**config.mk**
```make
export PLATFORM = sky130hd
export DESIGN_NAME = eth_tx_rr_arbiter_flat
export DESIGN_NICKNAME = d
export VERILOG_FILES = /design/src/rtl/eth_tx_rr_arbiter_if.sv /design/src/rtl/eth_tx_rr_arbiter.sv /design/src/flat_wrapper.sv
export SDC_FILE = /design/constraint.sdc
export NUM_CORES = 1
export LEC_CHECK = 0
export CAP_MARGIN = 15
export CORE_AREA = 3 3 150 152
export CTS_CLUSTER_SIZE = 12
export DETAILED_ROUTE_END_ITERATION = 6
export DIE_AREA = 0 0 153 155
export GPL_ROUTABILITY_DRIVEN = 1
export MAX_ROUTING_LAYER = met4
export PLACE_DENSITY = 0.54
export SETUP_SLACK_MARGIN = 0.2
export SYNTH_ARGS = -nofsm -noshare
export SYNTH_HDL_FRONTEND = slang
export SYNTH_SLANG_ARGS = --single-unit
```
**constraint.sdc**
```tcl
create_clock -name i_clk -period 7.6 [get_ports i_clk]
set_input_delay 0.76 -clock i_clk [delete_from_list [all_inputs] [get_ports i_clk]]
set_output_delay 0.76 -clock i_clk [all_outputs]
set_load 0.02 [all_outputs]
```
**src/rtl/eth_tx_rr_arbiter_if.sv**
```systemverilog
// AXI-Stream bundle between N requesters and the single 10G MAC TX port.
// master = arbiter side, slave = requesters plus MAC side.
interface eth_tx_rr_arbiter_if #(
    parameter int P_REQ_NUM = 4,
    parameter int P_DATA_W  = 64
);
    logic [P_REQ_NUM-1:0]            i_s_axis_tvalid;
    logic [P_REQ_NUM*P_DATA_W-1:0]   i_s_axis_tdata;
    logic [P_REQ_NUM*P_DATA_W/8-1:0] i_s_axis_tkeep;
    logic [P_REQ_NUM-1:0]            i_s_axis_tlast;
    logic [P_REQ_NUM-1:0]            i_s_axis_tuser;
    logic [P_REQ_NUM-1:0]            o_s_axis_tready;
    logic                            o_m_axis_tvalid;
    logic [P_DATA_W-1:0]             o_m_axis_tdata;
    logic [P_DATA_W/8-1:0]           o_m_axis_tkeep;
    logic                            o_m_axis_tlast;
    logic                            o_m_axis_tuser;
    logic                            i_m_axis_tready;

    modport master (
        input  i_s_axis_tvalid, i_s_axis_tdata, i_s_axis_tkeep, i_s_axis_tlast,
               i_s_axis_tuser, i_m_axis_tready,
        output o_s_axis_tready, o_m_axis_tvalid, o_m_axis_tdata, o_m_axis_tkeep,
               o_m_axis_tlast, o_m_axis_tuser
    );

    modport slave (
        output i_s_axis_tvalid, i_s_axis_tdata, i_s_axis_tkeep, i_s_axis_tlast,
               i_s_axis_tuser, i_m_axis_tready,
        input  o_s_axis_tready, o_m_axis_tvalid, o_m_axis_tdata, o_m_axis_tkeep,
               o_m_axis_tlast, o_m_axis_tuser
    );
endinterface

```
**src/rtl/eth_tx_rr_arbiter.sv**
```systemverilog
// Per-packet round-robin arbiter in front of the 10G MAC TX AXI-Stream port.
// Define ARB_STALL_ABORT_EN to abort packets whose requester stalls mid-packet.
//
// state  | meaning
// IDLE   | no grant; pick next requester round-robin when link is up
// XFER   | granted requester passes straight through until its tlast is accepted
// ABORT  | stalled packet is closed with an error beat (macro only)
// DRAIN  | remaining beats of the aborted packet are swallowed (macro only)
module eth_tx_rr_arbiter #(
    parameter int P_REQ_NUM   = 4,
    parameter int P_DATA_W    = 64,
    parameter int P_STALL_CYC = 256
) (
    input  logic                 i_clk,
    input  logic                 i_rst_n,
    input  logic                 i_link_up,
    eth_tx_rr_arbiter_if.master  axis,
    output logic [P_REQ_NUM-1:0] o_grant,
    output logic                 o_abort_pulse
);
    localparam int KEEP_W = P_DATA_W / 8;
    localparam int PTR_W  = $clog2(P_REQ_NUM);
    localparam logic [PTR_W-1:0] PTR_LAST = PTR_W'(P_REQ_NUM - 1);

    if (P_REQ_NUM < 2 || P_REQ_NUM > 8 || P_STALL_CYC < 1 || P_STALL_CYC > 511) begin : g_param_check
        $error("eth_tx_rr_arbiter: parameter out of range");
    end

`ifdef ARB_STALL_ABORT_EN
    typedef enum logic [1:0] {S_IDLE = 2'd0, S_XFER = 2'd1, S_ABORT = 2'd2, S_DRAIN = 2'd3} state_t;
`else
    typedef enum logic [1:0] {S_IDLE = 2'd0, S_XFER = 2'd1} state_t;
`endif

    state_t               state_q, state_d;
    logic [P_REQ_NUM-1:0] grant_q, grant_d;
    logic [PTR_W-1:0]     ptr_q, ptr_d;
    logic [PTR_W-1:0]     cand;
    logic [PTR_W-1:0]     sel_idx;
    logic                 sel_found;
    logic                 cur_valid;
    logic                 cur_last;
    logic                 cur_beat;

`ifdef ARB_STALL_ABORT_EN
    logic [8:0] stall_q, stall_d;
    logic [9:0] stall_inc;
    logic       abort_pulse_q, abort_pulse_d;
`endif

    assign cur_valid = axis.i_s_axis_tvalid[ptr_q];
    assign cur_last  = axis.i_s_axis_tlast[ptr_q];
    assign cur_beat  = cur_valid & axis.i_m_axis_tready;

    // Round-robin search starts just after the last granted requester.
    always_comb begin
        sel_found = 1'b0;
        sel_idx   = ptr_q;
        cand      = ptr_q;
        for (int i = 0; i < P_REQ_NUM; i++) begin
            cand = (cand == PTR_LAST) ? '0 : cand + 1'b1;
            if (!sel_found && axis.i_s_axis_tvalid[cand]) begin
                sel_found = 1'b1;
                sel_idx   = cand;
            end
        end
    end

    always_ff @(posedge i_clk or negedge i_rst_n) begin
        if (!i_rst_n) begin
            state_q       <= S_IDLE;
            grant_q       <= '0;
            ptr_q         <= PTR_LAST;
`ifdef ARB_STALL_ABORT_EN
            stall_q       <= '0;
            abort_pulse_q <= 1'b0;
`endif
        end else begin
            state_q       <= state_d;
            grant_q       <= grant_d;
            ptr_q         <= ptr_d;
`ifdef ARB_STALL_ABORT_EN
            stall_q       <= stall_d;
            abort_pulse_q <= abort_pulse_d;
`endif
        end
    end

    always_comb begin
        state_d = state_q;
        grant_d = grant_q;
        ptr_d   = ptr_q;
`ifdef ARB_STALL_ABORT_EN
        stall_d       = stall_q;
        abort_pulse_d = 1'b0;
        stall_inc     = {1'b0, stall_q} + 10'd1;
`endif
        case (state_q)
            S_IDLE: begin
                if (i_link_up && sel_found) begin
                    state_d          = S_XFER;
                    grant_d          = '0;
                    grant_d[sel_idx] = 1'b1;
                    ptr_d            = sel_idx;
`ifdef ARB_STALL_ABORT_EN
                    stall_d          = '0;
`endif
                end
            end
            S_XFER: begin
                if (cur_beat && cur_last) begin
                    state_d = S_IDLE;
                    grant_d = '0;
                end
`ifdef ARB_STALL_ABORT_EN
                if (cur_beat) begin
                    stall_d = '0;
                end else if (!cur_valid) begin
                    stall_d = (stall_q == '1) ? stall_q : stall_inc[8:0];
                    // Abort on the cycle the count reaches the limit, not one later.
                    if (stall_inc == 10'(P_STALL_CYC)) begin
                        state_d       = S_ABORT;
                        abort_pulse_d = 1'b1;
                    end
                end
`endif
            end
`ifdef ARB_STALL_ABORT_EN
            S_ABORT: begin
                if (axis.i_m_axis_tready) state_d = S_DRAIN;
            end
            S_DRAIN: begin
                if (cur_valid && cur_last) begin
                    state_d = S_IDLE;
                    grant_d = '0;
                end
            end
`endif
            default: state_d = S_IDLE;
        endcase
    end

    always_comb begin
        axis.o_s_axis_tready = '0;
        axis.o_m_axis_tvalid = 1'b0;
        axis.o_m_axis_tdata  = '0;
        axis.o_m_axis_tkeep  = '0;
        axis.o_m_axis_tlast  = 1'b0;
        axis.o_m_axis_tuser  = 1'b0;
        case (state_q)
            S_XFER: begin
                axis.o_m_axis_tvalid        = cur_valid;
                axis.o_m_axis_tdata         = axis.i_s_axis_tdata[ptr_q*P_DATA_W +: P_DATA_W];
                axis.o_m_axis_tkeep         = axis.i_s_axis_tkeep[ptr_q*KEEP_W +: KEEP_W];
                axis.o_m_axis_tlast         = cur_last;
                axis.o_m_axis_tuser         = axis.i_s_axis_tuser[ptr_q];
                axis.o_s_axis_tready[ptr_q] = axis.i_m_axis_tready;
            end
`ifdef ARB_STALL_ABORT_EN
            S_ABORT: begin
                axis.o_m_axis_tvalid = 1'b1;
                axis.o_m_axis_tkeep  = KEEP_W'(1);
                axis.o_m_axis_tlast  = 1'b1;
                axis.o_m_axis_tuser  = 1'b1;
            end
            S_DRAIN: begin
                axis.o_s_axis_tready[ptr_q] = 1'b1;
            end
`endif
            default: ;
        endcase
    end

    assign o_grant = grant_q;
`ifdef ARB_STALL_ABORT_EN
    assign o_abort_pulse = abort_pulse_q;
`else
    assign o_abort_pulse = 1'b0;
`endif
endmodule
```
**src/flat_wrapper.sv**
```systemverilog
// flat-port wrapper written by rule: the top's interface ports become plain ports
module eth_tx_rr_arbiter_flat 
#(
    parameter int P_REQ_NUM   = 4,
    parameter int P_DATA_W    = 64,
    parameter int P_STALL_CYC = 256
)
  (i_clk, i_rst_n, i_link_up, o_grant, o_abort_pulse, axis_i_s_axis_tvalid, axis_i_s_axis_tdata, axis_i_s_axis_tkeep, axis_i_s_axis_tlast, axis_i_s_axis_tuser, axis_i_m_axis_tready, axis_o_s_axis_tready, axis_o_m_axis_tvalid, axis_o_m_axis_tdata, axis_o_m_axis_tkeep, axis_o_m_axis_tlast, axis_o_m_axis_tuser);
  eth_tx_rr_arbiter_if #(.P_REQ_NUM(P_REQ_NUM), .P_DATA_W(P_DATA_W)) axis_i ();
  input  logic i_clk;
  input  logic i_rst_n;
  input  logic i_link_up;
  output logic [P_REQ_NUM-1:0] o_grant;
  output logic o_abort_pulse;
  input wire logic [$bits(axis_i.i_s_axis_tvalid)-1:0] axis_i_s_axis_tvalid;
  input wire logic [$bits(axis_i.i_s_axis_tdata)-1:0] axis_i_s_axis_tdata;
  input wire logic [$bits(axis_i.i_s_axis_tkeep)-1:0] axis_i_s_axis_tkeep;
  input wire logic [$bits(axis_i.i_s_axis_tlast)-1:0] axis_i_s_axis_tlast;
  input wire logic [$bits(axis_i.i_s_axis_tuser)-1:0] axis_i_s_axis_tuser;
  input wire logic [$bits(axis_i.i_m_axis_tready)-1:0] axis_i_m_axis_tready;
  output wire logic [$bits(axis_i.o_s_axis_tready)-1:0] axis_o_s_axis_tready;
  output wire logic [$bits(axis_i.o_m_axis_tvalid)-1:0] axis_o_m_axis_tvalid;
  output wire logic [$bits(axis_i.o_m_axis_tdata)-1:0] axis_o_m_axis_tdata;
  output wire logic [$bits(axis_i.o_m_axis_tkeep)-1:0] axis_o_m_axis_tkeep;
  output wire logic [$bits(axis_i.o_m_axis_tlast)-1:0] axis_o_m_axis_tlast;
  output wire logic [$bits(axis_i.o_m_axis_tuser)-1:0] axis_o_m_axis_tuser;
  assign axis_i.i_s_axis_tvalid = axis_i_s_axis_tvalid;
  assign axis_i.i_s_axis_tdata = axis_i_s_axis_tdata;
  assign axis_i.i_s_axis_tkeep = axis_i_s_axis_tkeep;
  assign axis_i.i_s_axis_tlast = axis_i_s_axis_tlast;
  assign axis_i.i_s_axis_tuser = axis_i_s_axis_tuser;
  assign axis_i.i_m_axis_tready = axis_i_m_axis_tready;
  assign axis_o_s_axis_tready = axis_i.o_s_axis_tready;
  assign axis_o_m_axis_tvalid = axis_i.o_m_axis_tvalid;
  assign axis_o_m_axis_tdata = axis_i.o_m_axis_tdata;
  assign axis_o_m_axis_tkeep = axis_i.o_m_axis_tkeep;
  assign axis_o_m_axis_tlast = axis_i.o_m_axis_tlast;
  assign axis_o_m_axis_tuser = axis_i.o_m_axis_tuser;
  eth_tx_rr_arbiter #(.P_REQ_NUM(P_REQ_NUM), .P_DATA_W(P_DATA_W), .P_STALL_CYC(P_STALL_CYC)) u_core (.i_clk(i_clk), .i_rst_n(i_rst_n), .i_link_up(i_link_up), .axis(axis_i), .o_grant(o_grant), .o_abort_pulse(o_abort_pulse));
endmodule
```
## After elaboration in Yosys (flattened, before gate mapping)

Index checks and enable logic that the tools add are counted.

- Add/subtract/negate cells: 4
- Order comparisons: 8
- Eq/ne operators: 7
- Shifts and indexed selects: 2
- Muxes and demuxes: 42
- Bitwise logic cells: 2
- Reductions and logical operators: 15

Operator list:

| cell | number |
|---|---|
| 256-bit by 9-bit variable part select with 64-bit output | 1 |
| 64-bit 2-to-1 mux | 1 |
| 32-bit by 6-bit variable part select with 8-bit output | 1 |
| 2-bit 2-to-1 mux | 10 |
| 2-bit by 3-bit < comparator with 1-bit output, second input constant | 6 |
| 1-bit 2-to-1 mux | 16 |
| 1-bit binary-select mux with 2-bit select | 7 |
| 4-bit 2-to-1 mux | 3 |
| 2-bit by 1-bit adder with 2-bit output, second input constant | 4 |
| 2-bit == test, second input constant | 4 |
| 8-bit 2-to-1 mux | 1 |
| 4-bit one-hot mux with 2 select lines | 1 |
| 1-bit logical AND | 7 |
| 4-bit bitwise AND | 1 |
| 1-bit demux with 2-bit select | 2 |
| 2-bit by 1-bit greater-or-equal comparator with 1-bit output, second input constant | 2 |
| 2-bit by 1-bit != test with 1-bit output, second input constant | 2 |
| 2-bit one-hot mux with 2 select lines | 1 |
| 2-bit AND reduction | 2 |
| 1-bit logical NOT | 3 |
| 3-bit AND reduction | 1 |
| 2-bit by 1-bit == test with 1-bit output, second input constant | 1 |
| 2-bit logical NOT | 1 |
| 2-bit nonzero test | 1 |
| 1-bit bitwise AND | 1 |

- Register bits: 8
- Bits of input ports: 304
- Output and inout port bits: 84

## Depth between registers and ports, before layout

Gate-level depths: netlist of the first run.

- Depth in word-level cells: 20
- Gate-level depth with buffers: 11
- Gate-level depth less buffers: 7

## Least setup slack after synthesis of the first run

Ideal clock, no wire load.

- Path kind: reg-to-reg
- From: reg u_core.ptr_q[1]
- To: reg u_core.grant_q[1], in the netlist u_core.o_grant[1]
- Arrival time: 2717 ps
- Setup slack: 4761 ps
- Stages on the path, launching flop included: 11
- Path buffers: 4
- Clock period less this slack: 2839 ps
- Cell sequence: dfstp_2 > buf_2 > buf_2 > buf_1 > inv_1 > ha_1 > clkbuf_1 > or3_1 > o22ai_1 > o211ai_2 > a32o_1

- Word-level cells in the longest chain between the ends: 20
- Elaborated cells on any way between the ends: 51
- Those cells by class: add/sub: 4; order compare: 2; eq/ne: 6; mux: 28; bitwise: 1; reduce/logical: 10

RTL lines:

| element | line | source |
|---|---|---|
| from (decl) | eth_tx_rr_arbiter.sv:37 | `logic [PTR_W-1:0] ptr_q, ptr_d;` |
| from (signal assigned) | eth_tx_rr_arbiter.sv:81 | `ptr_q <= ptr_d;` |
| parallel branches: the longest is 20 deep, another holds 2-bit by 1-bit adder with 2-bit output | n/a |  |
| to (signal assigned) | eth_tx_rr_arbiter.sv:80 | `grant_q <= grant_d;` |
| to (decl) | eth_tx_rr_arbiter.sv:36 | `logic [P_REQ_NUM-1:0] grant_q, grant_d;` |

Parallel ways; which one is timed is not known. The select of a mux whose other input is x is not followed.
A chain may end at the register's enable or synchronous reset.

## Worst setup path after layout of the first run

- From: reg u_core.ptr_q[0]
- To: out axis_o_m_axis_tdata[50]

- Word-level cells in the longest chain between the ends: 2

RTL lines:

| element | line | source |
|---|---|---|
| 256-bit by 9-bit variable part select with 64-bit output | eth_tx_rr_arbiter.sv:153 | `axis.o_m_axis_tdata = axis.i_s_axis_tdata[ptr_q*P_DATA_W +: P_DATA_W];` |
| 64-bit 2-to-1 mux | eth_tx_rr_arbiter.sv:150 | `case (state_q)` |
| to (decl) | flat_wrapper.sv:23 | `output wire logic [$bits(axis_i.o_m_axis_tdata)-1:0] axis_o_m_axis_tdata;` |

No other way between the ends.

==> run metrics, run 1 <==
Reg2Reg Setup Slack=4410 ps; total power=about 2.2 mW; min cycle time layout=4260 ps; Avg Cell Area, Syn=11.4 um^2; Post-CTS Setup Bufs=0; Die ar.=23700 um^2; worst skew pair latency=roughly 230 ps; highest-count cells in the layout ignoring fill and taps=386 x clkdlybuf4s50_1, 76 x and2_1, 75 x mux4_2; Die X=153 um; setup violation total in the final timing report=0; area delta synth->final=142%; vias per cell=approximately 4.3; Root Driver=clkbuf_16; most common flop cell mapped by yosys=dfrtp_1; syn nets=566; Seq/Total Area, Yosys=0.0606; startpoint types=flip-flop; drt pass-1 iters=4; Final Cycle Share=0.560; FF+latch count, synth=7; Leak=2.47 nW; I/O Pins=388; type of destination of the critical path=output pin; commonest non-fill, non-tap cell in the layout=clkdlybuf4s50_1; worst slew pin tran=1050 ps; status=finished, final reports clean; area post-placement=7010 um^2; Cells after Synth=258; Starting Density=0.139; clock sink count=7; Clock Tree Buf Depth=2; VDD IR max=0.297 mV; total number of vias=3835; HP Class=flip-flop to flip-flop; MaxCap Viol Count=0; die height=155 um; remaining antenna violation count after routing=0; antenna violations before repair=0; largest net degree at the start of global routing=83; Register-to-Register Path Depth=7; r2r endpoint=u_core.o_grant[1]$_DFFE_PN0P_; CTS tree=yes; TritonCTS Buffers=3; H-tree levels=1; max-slew violations=0; endpoints failing hold=0; FMAX=approximately 0.23 GHz; First DRT Iteration DRCs=188; total gr overflow=0; core area=21200 um^2; number of inserted diodes=0; Syn. warnings=0; Max-slew headroom=0.300; # nets final=between 900 and 1000; PwrDens=313 nW/um^2; Avg WL per Cell=~22 um; Fill cells=around 2100; first-pass GRT wire length=27900 um; vias in the first global route=4076; Hold-fix buffers, CTS=0; CP Class=flip-flop to output pin; DP HPWL=approximately 17000 um; # DRC=0; Synth Cell Area=2930 um^2; FP Rows=53; fin area=7090 um^2; post-synthesis cell type count=42; final wirelength=19600 um; RSZ-0062 raised after global routing=no; proportion of layout cells with a drive suffix above 1=0.140; Worst Skew=2.52 ps; crit path launch=u_core.ptr_q[0]$_DFFE_PN1P_; I/O Buffers=386; post_cts resized=0; global placer's final weighted congestion=0.991; clk slew on worst S/H paths=about 40 ps; setup TNS=0 ps; r2r startpoint=u_core.ptr_q[1]$_DFFE_PN1P_; Worst EP arrival=roughly 3500 ps; Setup WS post-layout=3340 ps; Tot GR Track Use=0.156; Hold Slack=approximately 520 ps; ys async rst share=1.00; Post-synth EDFFs=0; pre-CTS setup slack=roughly 3500 ps; Worst EP required=a little under 7000 ps; CP max FO=49; Worst Setup EP=axis_o_m_axis_tdata[50]
layer usage:
layer / GRT usage / vias up / routed length [um]
li1: - / 1742 / -
met1: 0.183 / 1902 / 7470
met2: 0.295 / 186 / 10900
met3: 0.0273 / 5 / 1200
met4: 0.00764 / 0 / 39
met5: - / - / 0
final cells by class:
type / instances / area [um^2] / area share
multi-input combinational: 212 / 2580 / 0.364
tap: 275 / 344 / 0.0485
inverter: 5 / 18.8 / 0.00265
clock buffer: 3 / 75.1 / 0.0106
timing repair buffer: 388 / 3880 / 0.547
sequential: 7 / 186 / 0.0263
clock inverter: 1 / 5.00 / 0.000706
how the worst min path moves through the flow:
stage,start,endpoint,slack [ps],depth (start not counted)
2_1_floorplan,i_rst_n,u_core.o_grant[0]$_DFFE_PN0P_,460,0
3_3_place_gp,u_core.o_grant[3]$_DFFE_PN0P_,u_core.o_grant[3]$_DFFE_PN0P_,470,2
3_5_place_dp,u_core.o_grant[3]$_DFFE_PN0P_,u_core.o_grant[3]$_DFFE_PN0P_,490,2
4_1_cts,u_core.o_grant[3]$_DFFE_PN0P_,u_core.o_grant[3]$_DFFE_PN0P_,510,2
5_1_grt,u_core.o_grant[1]$_DFFE_PN0P_,u_core.o_grant[1]$_DFFE_PN0P_,530,1
6_report,u_core.o_grant[1]$_DFFE_PN0P_,u_core.o_grant[1]$_DFFE_PN0P_,520,1
Yosys cell counts (all sizes together) (2+ instances only):
cell	n	area, um^2
or2	2	12.5
nor2	3	11.3
a211o	2	17.5
and2	76	475
ha	4	50.1
and3	4	25.0
or3	2	12.5
nor4b	3	26.3
o21ai	8	40.0
nor2b	3	18.8
inv	5	18.8
clkbuf	20	76.3
nand2	6	22.5
a21oi	3	15.0
mux4	75	1690
buf	14	77.6
dfstp	2	52.6
o211ai	4	35.0
dfrtp	5	125
critical path, stage by stage (launching register included):
cell and delay, ps:
dfstp_4 1100, buf_4 710, mux4_2 680, and2_1 200
clkdlybuf4s50_1 540
where the power goes:
group / internal, mW / leakage [nW] / switching, mW
logic: 1.08 / 2.35 / 0.819
registers: 0.0611 / 0.0851 / 0.168
clock network: 0.0691 / 0.0409 / 0.0213
total: 1.21 / 2.47 / 1.01
sequential cells by signal, summed over array words and instances, names as in the netlist:
signal          flops
u_core.o_grant      4
u_core.ptr_q        2
u_core.state_q      1
kinds of logic (layout without fill, tap and decap cells):
family	after synthesis	count (layout)	share of synthesized area
AO/OA/AOI/OAI	27	27	0.0640
other	1	1	0.00128
multiplexers	76	76	0.580
flip-flops	7	7	0.0606
buffers and inverters	39	397	0.0589
adder cells (fa/ha/maj)	4	4	0.0171
AND/OR/NAND/NOR	104	104	0.219
stage by stage:
step | util | cells
6_report | 0.335 | 891
5_1_grt | 0.335 | 891
4_1_cts | 0.335 | 891
3_5_place_dp | 0.331 | 887
3_3_place_gp | 0.331 | 887
2_1_floorplan | - | 258
No activity file was read; power rests on OpenSTA's default activity.
==> run 2, diff against run 1 <==
- CORE_AREA: 3 3 150 152 -> 3 3 151 153
- DIE_AREA: 0 0 153 155 -> 0 0 154 156
- clock period: 7.6 -> 4.1 ns (I/O delays scaled with it)
==> run 2 against run 1 <==
Effect of this change: global-route usage fell by 2.0 points; worst hold slack got worse by 72 ps; flip-flop and latch count stayed put; highest routed layer unchanged; non-clock buffer count is 2 higher; largest power group unchanged.
==> run metrics, run 2 (same netlist as run 1, synthesis figures left out) <==
status=finished, final reports clean; antenna violations before repair=0 (unchanged); FP Rows=54 (+1.9%); Root Driver=clkbuf_16; MaxCap Viol Count=0 (unchanged); setup violation total in the final timing report=0 (unchanged); total gr overflow=0 (unchanged); min cycle time layout=roughly 3300 ps; Clock Tree Buf Depth=2 (unchanged); Hold-fix buffers, CTS=0 (unchanged); Fill cells=2157 (+1.8%); type of destination of the critical path=output pin; VDD IR max=0.350 mV (+18%); CP Class=flip-flop to output pin; First DRT Iteration DRCs=160 (-15%); clk slew on worst S/H paths=40 ps (about the same); first-pass GRT wire length=25400 um (-8.8%); Tot GR Track Use=0.137 (-0.0197); endpoints failing hold=0 (unchanged); max-slew violations=0 (unchanged); Max-slew headroom=0.467 (+0.167); max reg flops=4 (unchanged); Die X=154 um (+0.65%); Worst Skew=1.38 ps (-1.14 ps); crit path launch=u_core.ptr_q[0]$_DFFE_PN1P_; Starting Density=0.135 (-0.00341); Worst EP arrival=2840 ps (-660 ps); proportion of layout cells with a drive suffix above 1=0.141 (+0.00117); RSZ-0062 raised after global routing=no; CP max FO=44 (-10%); # DRC=0 (unchanged); worst slew pin tran=799 ps (-251 ps); Die ar.=24000 um^2 (+1.3%); clock sink count=7 (unchanged); H-tree levels=1 (unchanged); total number of vias=3840 (+0.13%); remaining antenna violation count after routing=0 (unchanged); DP HPWL=15000 um (-9.6%); vias per cell=4.28 (-0.65%); Leak=2.49 nW (+0.64%); utilization after layout=0.329 (-0.00618); CTS tree=yes; setup TNS=0 ps (unchanged); r2r startpoint=u_core.ptr_q[1]$_DFFE_PN1P_; Avg WL per Cell=19.7 um (-10%); I/O Pins=388 (unchanged); commonest non-fill, non-tap cell in the layout=clkdlybuf4s50_1; number of inserted diodes=0 (unchanged); area delta synth->final=143%; Cell Count, Final, Fillers Out=898 (+0.79%); Worst EP required=3690 ps (-3150 ps); I/O Buffers=386 (unchanged); post_cts resized=0 (unchanged); PwrDens=570 nW/um^2 (+82%); largest net degree at the start of global routing=54 (-35%); startpoint types=flip-flop; final wirelength=17700 um (-9.7%); Final Cycle Share=0.794; TritonCTS Buffers=3 (unchanged); die height=156 um (+0.65%); global placer's final weighted congestion=0.919 (-7.3%); Post-CTS Setup Bufs=0 (unchanged); HP Class=input port to async pin; # nets final=927 (+0.22%); vias in the first global route=4069 (-0.17%); drt pass-1 iters=4 (unchanged); worst skew pair latency=230 ps (about the same); highest-count cells in the layout ignoring fill and taps=386 x clkdlybuf4s50_1, 76 x and2_1, 75 x mux4_2; Cells after DPL=894 (+0.79%); core area=21700 um^2 (+2.5%); FMAX=0.307 GHz
[run 2: cell count changes in the layout (fill, tap and decap cells not counted), sizes merged]
cell    previous run  this run
buf                2         4
clkbuf             3         4
clkinv             1         0
[run 2: worst max-delay path, cell delays in order, from the launching register on]
cell and delay [ps]:
dfstp_4 880, buf_12 360, mux4_2 580, and2_1 180, clkdlybuf4s50_1 580
[run 2: area by class of cell]
class | count | area, um^2 | area share
Multi-Input combinational cell | 212 | 2580 | 0.362
Sequential cell | 7 | 186 | 0.0261
Clock buffer | 4 | 78.8 | 0.0110
Timing Repair Buffer | 390 | 3920 | 0.549
Tap cell | 280 | 350 | 0.0491
Inverter | 5 | 18.8 | 0.00263
[run 2: worst paths after layout]
kind / to / slack (ps) / cells after the start
setup reg to reg: u_core.o_grant[0]$_DFFE_PN0P_ / 1270 / 7
hold reg to reg: u_core.o_grant[2]$_DFFE_PN0P_ / 510 / 2
hold / removal: u_core.o_grant[3]$_DFFE_PN0P_ / 450 / 1
setup / recovery: axis_o_m_axis_tdata[57] / 850 / 4
min in group i_clk: u_core.o_grant[2]$_DFFE_PN0P_ / 510 / 2
max in group asynchronous: u_core.ptr_q[0]$_DFFE_PN1P_ / 3360 / 1
[run 2: layer usage]
layer,routed length (um),global-route usage
met3,1110,0.0202
met1,7110,0.171
met4,125,0.0130
met2,9380,0.243
met5,0,-
[run 2: per-stage QoR]
stage | hold WS [ps] | setup slack, ps | power (mW) | area, um^2
after floorplan | 114 | 1260 | 2.35 | 2930
after global placement | 493 | 997 | 3.91 | 7060
after detailed placement | 489 | 987 | 3.93 | 7060
after CTS | 454 | 743 | 4.12 | 7130
after global routing | 472 | 661 | 4.30 | 7130
final | 446 | 846 | 4.06 | 7130
[run 2: where the power goes]
part	switching, mW	internal (mW)	total, mW
Sequential	0.212	0.111	0.322
Combinational	1.55	2.02	3.58
Clock	0.0356	0.129	0.165
==> run 3, diff against run 2 <==
- CORE_AREA: 3 3 151 153 -> 3 3 152 154
- DIE_AREA: 0 0 154 156 -> 0 0 155 157
- PLACE_DENSITY: 0.54 -> 0.55
- clock period: 4.1 -> 2.7 ns (I/O delays scaled with it)
==> run 3 against run 2 <==
Effect of this change: flip-flop and latch count is the same; sequential share of layout area fell by 0.071 points; clock-buffer cell count did not move; utilization up 0.71 points; sequential power fell by 11%; critical endpoint is now axis_o_m_axis_tdata[38]; critical path depth increased by 2; die area grew 1.3%; final cell count up 3.3%; largest power group unchanged; clock skew decreased by 0.93 ps.
==> run metrics, run 3 (same netlist as run 1, synthesis figures left out) <==
antenna violations before repair=0 (unchanged); Worst Setup EP=axis_o_m_axis_tdata[38]; area post-placement=7190 um^2 (+1.9%); Hold-fix buffers, CTS=0 (unchanged); worst skew pair latency=230 ps (about the same); total number of vias=3911 (+1.8%); first-pass GRT wire length=26600 um (+4.8%); total gr overflow=0 (unchanged); FP Rows=54 (unchanged); commonest non-fill, non-tap cell in the layout=clkdlybuf4s50_1; First DRT Iteration DRCs=209 (+31%); CP max stage cell=dfstp_4; Avg WL per Cell=20.7 um (+4.8%); CP peak stage delay=640 ps (-240 ps); global placer's final weighted congestion=0.939 (+2.2%); core area=21800 um^2 (+0.62%); Worst Skew=0.455 ps (-0.926 ps); Max-slew headroom=0.563 (+0.0963); MaxCap Viol Count=0 (unchanged); Leak=2.84 nW (+14%); I/O Buffers=386 (unchanged); Worst EP arrival=2200 ps (-640 ps); die height=157 um (+0.64%); CTS tree=yes; Register Area=186 um^2 (unchanged); DP HPWL=15800 um (+5.4%); number of inserted diodes=0 (unchanged); HP Class=input port to async pin; max-slew violations=0 (unchanged); max reg flops=4 (unchanged); CP Cell Sequence=buf_12 > buf_16 > buf_12 > mux4_2 > and2_1 > dlygate4sd2_1; Die ar.=24300 um^2 (+1.3%); type of destination of the critical path=output pin; vias in the first global route=4206 (+3.4%); Starting Density=0.134 (-0.000837); H-tree levels=1 (unchanged); VDD IR max=0.411 mV (+17%); I/O Pins=388 (unchanged); RSZ-0062 raised after global routing=yes; crit path launch=u_core.ptr_q[0]$_DFFE_PN1P_; TritonCTS Buffers=3 (unchanged); worst slew pin tran=655 ps (-144 ps); Register-to-Register Path Depth=8 (+1); utilization after layout=0.336 (+0.00708); Worst EP required=2430 ps (-1260 ps); startpoint types=flip-flop; endpoints failing hold=0 (unchanged); status=finished, final reports clean; Tot GR Track Use=0.146 (+0.00982); PwrDens=846 nW/um^2 (+49%); drt pass-1 iters=4 (unchanged); CP max FO=7 (-84%); setup TNS=0 ps (unchanged); FMAX=0.406 GHz; fin area=7330 um^2 (+2.8%); clk slew on worst S/H paths=40 ps (about the same); most common cell type on the critical path=buf_12; vias per cell=4.21 (-1.4%); proportion of layout cells with a drive suffix above 1=0.252 (+0.111); Clock Tree Buf Depth=2 (unchanged); highest-count cells in the layout ignoring fill and taps=309 x clkdlybuf4s50_1, 75 x mux4_2, 75 x and2_1; r2r startpoint=u_core.ptr_q[0]$_DFFE_PN1P_; multi-input logic area=2620 um^2 (+1.4%); # nets final=957 (+3.2%); final wirelength=19200 um (+8.3%); setup violation total in the final timing report=0 (unchanged); Fill cells=2216 (+2.7%); # DRC=0 (unchanged); Root Driver=clkbuf_16; Final Cycle Share=0.913; min cycle time layout=2470 ps; Die X=155 um (+0.65%); clock sink count=7 (unchanged); Reg2Reg Setup Slack=260 ps (-1010 ps); largest net degree at the start of global routing=46 (-15%); area delta synth->final=150%; r2r endpoint=u_core.o_grant[1]$_DFFE_PN0P_; remaining antenna violation count after routing=0 (unchanged); CP Class=flip-flop to output pin
[run 3: metal layers]
layer	vias up	part of all wire	routed length, um	track usage
met5	-	0	0	-
met4	0	0.013	251	0.0206
met3	14	0.061	1180	0.0225
met2	184	0.54	10400	0.263
met1	1909	0.38	7370	0.178
li1	1804	-	-	-
[run 3: final cells by class]
type,count,area share
inverter,5,0.00256
sequential,7,0.0254
tap,280,0.0478
timing repair buffer,420,0.557
multi-input combinational,212,0.357
clock buffer,4,0.0107
[run 3: metrics by stage]
step / cells / power [mW] / worst slack [ps] / hold WS, ps
detailed placement: 905 / 6.12 / 190 / 498
finish: 928 / 6.21 / 235 / 309
CTS: 927 / 6.30 / 24.1 / 322
global route: 928 / 6.63 / 159 / 331
floorplan: 258 / 3.59 / 208 / -25.6
global placement: 905 / 6.09 / 214 / 493
[run 3: worst min-delay path by stage]
stage,slack (ps),end
2_1_floorplan,-30,u_core.o_grant[0]$_DFFE_PN0P_
6_report,310,u_core.o_grant[1]$_DFFE_PN0P_
3_5_place_dp,500,u_core.o_grant[1]$_DFFE_PN0P_
5_1_grt,330,u_core.o_grant[1]$_DFFE_PN0P_
4_1_cts,320,u_core.o_grant[1]$_DFFE_PN0P_
3_3_place_gp,490,u_core.o_grant[3]$_DFFE_PN0P_
[run 3: worst max-delay path, delay by kind of cell, from the launching register on]
| kind | cells | cell delay (ps) |
|---|---|---|
| DFF | 1 | 640 |
| buffers and inverters | 4 | 660 |
| and+or+nand+nor | 1 | 160 |
| muxes | 1 | 500 |
[run 3: repair_timing]
item	in CTS	in global routing
gates resized for setup	149	54
setup endpoints to repair	76	37
pin swaps	1	2
setup buffers	16	1
cloned	2	0
[run 3: power breakdown]
part	total (mW)	internal [mW]	switching (mW)
registers	0.286	0.163	0.123
clock network	0.251	0.196	0.0546
logic	5.67	3.00	2.67
total	6.21	3.36	2.85
